==> config.mk <==
export PLATFORM = sky130hd
export DESIGN_NAME = uart_rx_deframer
export DESIGN_NICKNAME = d
export VERILOG_FILES = /design/src/rtl/uart_rx_deframer.sv
export SDC_FILE = /design/constraint.sdc
export NUM_CORES = 1
export LEC_CHECK = 0
export CELL_PAD_IN_SITES_DETAIL_PLACEMENT = 0
export CELL_PAD_IN_SITES_GLOBAL_PLACEMENT = 1
export CORE_MARGIN = 4
export CORE_UTILIZATION = 43
export CTS_CLUSTER_DIAMETER = 50
export DETAILED_ROUTE_END_ITERATION = 8
export GPL_ROUTABILITY_DRIVEN = 0
export PLACE_DENSITY_LB_ADDON = 0.2
export SETUP_SLACK_MARGIN = 0.3
export SLEW_MARGIN = 40
export SYNTH_ARGS = -nofsm -noshare
export SYNTH_HDL_FRONTEND = slang
export SYNTH_SLANG_ARGS = --single-unit
==> constraint.sdc <==
create_clock -name clk -period 2.1 [get_ports clk]
set_input_delay 0.42 -clock clk [delete_from_list [all_inputs] [get_ports clk]]
set_output_delay 0.42 -clock clk [all_outputs]
set_load 0.1 [all_outputs]
==> src/rtl/uart_rx_deframer.sv <==
// uart_rx_deframer: synchronised, centre-sampling UART receiver with valid/ready output and error pulses
module uart_rx_deframer #(
  parameter int CLK_FREQ  = 100_000_000,
  parameter int BAUDRATE  = 115200,
  parameter int DATA_BITS = 8,
  parameter int STOP_BITS = 1
) (
  input  logic                 clk,
  input  logic                 reset,
  input  logic                 rx,
  input  logic                 ready,
  output logic [DATA_BITS-1:0] data,
  output logic                 valid,
  output logic                 frame_err,
  output logic                 overrun
);
  localparam int CLKS_PER_BIT = CLK_FREQ / BAUDRATE;
  localparam int HALF_BIT = CLKS_PER_BIT / 2;
  localparam int CW = $clog2(CLKS_PER_BIT);
  localparam int IW = $clog2(DATA_BITS);
  typedef enum logic [2:0] {IDLE, START, DATA, STOP, WAIT_HIGH} state_t;
  state_t state;
  logic [1:0] sync;
  logic [CW-1:0] cnt;
  logic [IW-1:0] idx;
  logic [DATA_BITS-1:0] shift;
  logic done;
  logic rx_s;
  logic bit_end;
  assign rx_s = sync[1];
  assign bit_end = cnt == CW'(CLKS_PER_BIT - 1);
  always_ff @(posedge clk) begin
    if (reset) begin
      sync <= 2'b11;
      state <= IDLE;
      cnt <= '0;
      idx <= '0;
      shift <= '0;
      done <= 1'b0;
      data <= '0;
      valid <= 1'b0;
      frame_err <= 1'b0;
      overrun <= 1'b0;
    end else begin
      sync <= {sync[0], rx};
      frame_err <= 1'b0;
      overrun <= 1'b0;
      done <= 1'b0;
      // A completing byte may load in the same cycle the old one is taken
      if (done && valid && !ready) overrun <= 1'b1;
      else if (done) begin
        data <= shift;
        valid <= 1'b1;
      end else if (valid && ready) valid <= 1'b0;
      case (state)
        IDLE: if (!rx_s) begin
          state <= START;
          cnt <= '0;
        end
        START: if (cnt == CW'(HALF_BIT - 1)) begin
          cnt <= '0;
          idx <= '0;
          state <= rx_s ? IDLE : DATA;
        end else cnt <= cnt + 1'b1;
        DATA: if (bit_end) begin
          cnt <= '0;
          shift <= {rx_s, shift[DATA_BITS-1:1]};
          idx <= (idx == IW'(DATA_BITS - 1)) ? '0 : idx + 1'b1;
          state <= (idx == IW'(DATA_BITS - 1)) ? STOP : DATA;
        end else cnt <= cnt + 1'b1;
        STOP: if (bit_end) begin
          cnt <= '0;
          if (!rx_s) begin
            frame_err <= 1'b1;
            state <= WAIT_HIGH;
          end else if (idx == IW'(STOP_BITS - 1)) begin
            done <= 1'b1;
            state <= IDLE;
          end else idx <= idx + 1'b1;
        end else cnt <= cnt + 1'b1;
        WAIT_HIGH: if (rx_s) state <= IDLE;
        default: state <= IDLE;
      endcase
    end
  end
endmodule

==> reports/metrics.csv <==
metric,value,unit
cts.sinks,38,
antenna_found_initial,0,
rrSetupSlack,0.39,ns
post_dp_cell_area,1970,µm²
grt_use_total,16.4,%
port-buffer-count,14,
routed_wl,3770,µm
slew_violations,0,
required,2.33,ns
pin_count,15,
drc,0,
cts_buffers,5,
drt-wirelength-per-cell,13.7,µm
start_util,44.5,%
vias,1482,
ff_latch_area,771,µm²
yosysWarnings,0,
yosysUniqueCellTypes,48,
clk_pin_slew,0.08,ns
hold_ws,0.419,ns
synth_area_leaders,"dfxtp_1 (42%), mux2i_1 (8.9%), nor2_1 (6.3%)",
final_util,56.1,%
grt_overflow,0,
synth_most_common_cell,dfxtp_1,
yosys.area.top_type,dfxtp_1,
worstHoldPathType,flop to flop,
die_h,72.6,µm
cts_hold_buf,0,
finClkSkew,0.00673,ns
multi_input_area,1030,µm²
arrival,1.94,ns
grt_pass1_vias,1485,
status,"complete, no violations",
setup_violations,0,
netlist_area,1790,µm²
hpwl,2570,µm
syn_avg_cell_area,9.10,µm²
die_x,72.6,µm
synth-async-reset-ratio,0,%
synth_fp_nets,206,
worst_slew_pin_slew,0.401,ns
synth_top_area_share,42.5,%
ant_nets,0,
via_per_inst,5.41,
setup_ws,0.390,ns
synth_seq_area_share,42.5,%
cp-start-kind,flop,
setup_tns,0,ns
synthFlopType,dfxtp_1,
synth_edf_count,0,
grt_pass1_wl,6690,µm
endpoint_kind,flop,
core_area,4030,µm²
hold_end,sync[1],
antennaDiodeCount,0,
power_leakage,0.886,nW
powerDensity,795,nW/µm²
met2_usage,29.2,%
cts.htree.levels,2,
worstHoldStart,sync[0],
drive_gt1_share,29.9,%
r2r_end,idx[1],
ys_ff_latch,38,
min_period,1.71,ns
fmax,585,MHz
hold_viol,0,
ir_drop,0.500,mV
die-area,5260,µm²
fill_cells,372,
root_buffer,clkbuf_8,
first_pass_iters,4,
drt_iter0_markers,68,
dpl_worst_slack,0.204,ns
crit_type,flop to flop,
clock_path_buffers,2,
rsz0062_at_grt,false,
crit_path_max_fanout,6,
grt_start_max_net_pins,27,
fin_area,2260,µm²
clock_latency,0.29,ns
netlist_instances,197,
fin_crit_sh,81.4,%
grt_use_met1,18.0,%
synth_common_cells,"dfxtp_1 (38), nor2_1 (30), mux2i_1 (16), nand2_1 (11), nand3_1 (10)",
startpoint,cnt[0],
grt_util_met3,4.99,%
worstReg2RegStart,cnt[0],
area_delta_synth_final,26.1,%
cts_tree,yes,
grt-busiest-layer,met2,
drv_cap,0,
nets,232,
num_rows,23,
hold_depth,1,
ff2ff_path_depth,6,
slew_headroom,73.3,%
-- registers in the layout, indices dropped and copies added (netlist names) --
| register | count |
|---|---|
| frame_err | 1 |
| sync | 2 |
| shift | 8 |
| state | 3 |
| valid | 1 |
| overrun | 1 |
| data | 8 |
| idx | 3 |
| cnt | 10 |
| done | 1 |
-- what timing repair did --
action | CTS | global route
gates resized for setup | 7 | 15
setup buffers | 4 | 4
setup endpoints to repair | 12 | 21
pin swaps | 8 | 6
-- through the flow --
step	power, mW	cells
global placement	0.997	258
global route	1.89	274
finish	1.80	274
floorplan	0.947	197
detailed placement	1.00	258
CTS	1.79	270
-- cell usage in the layout, fill, tap and decap left out, types with 2 or more instances in the layout --
cell             netlist  layout
mux2i_1               16      16
nor2b_1                2       2
inv_1                  5       3
a21oi_1                9       7
a22oi_1                2       2
bufinv_16              0       2
nor3_1                 3       3
dfxtp_2                0       5
buf_4                  1      24
or4_1                  2       2
clkbuf_8               0       6
nand3_1               10      10
o21ai_0                3       3
inv_2                  0       2
a31oi_1                4       4
nor2_1                30      29
and2_1                 3       3
dfxtp_1               38      32
nand2_1               11      11
ha_1                   5       3
or2_2                  3       3
nand2b_1               5       5
a21oi_2                0       2
nand4_1                6       6
nor2_4                 2       2
nand4b_1               2       2
clkdlybuf4s50_1        0       3
mux2_4                 0       2
-- area by class of cell --
cell class                 count  share of cell area (%)
inverter                       5                   0.831
clock inverter                 2                    2.66
multi-input combinational    145                    45.8
tap                           50                    2.77
timing repair buffer          28                    10.2
sequential                    38                    34.1
clock buffer                   6                    3.65
-- how the worst max path moves through the flow --
stage,cells after the start,slack (ns),to
6_report,6,0.39,idx[1]
2_1_floorplan,4,0.32,data[0]
5_1_grt,7,0.30,state[2]
3_5_place_dp,6,0.20,state[2]
3_3_place_gp,6,0.27,state[2]
4_1_cts,9,0.28,cnt[9]
-- metal layers --
metal / share of wire [%] / routed length, µm
met5: 0 / 0
met4: 1.5 / 57
met3: 2.7 / 103
met2: 50 / 1900
met1: 45 / 1710
-- power by group --
part           internal, mW  total (mW)  switching (mW)
registers             0.739       0.762          0.0224
clock network         0.507       0.762           0.255
logic                 0.115       0.272           0.158
total                  1.36        1.80           0.435
-- critical path, cell delays in order (launching register included) --
cell and delay (ns):
dfxtp_4 0.37, ha_2 0.21, and2_1 0.17, and3_4 0.19, o2111a_2 0.29, mux2_4 0.31
nor2_2 0.10
-- cell families after synthesis --
kind of cell             share of synthesized area, %
AO/OA/AOI/OAI                                    10.5
buffers and inverters                            3.28
multiplexers                                     10.8
XOR/XNOR                                        0.489
flip-flops                                       42.5
AND/OR/NAND/NOR                                  28.9
adder cells (fa/ha/maj)                          3.49
(Power assumes the default switching activity.)
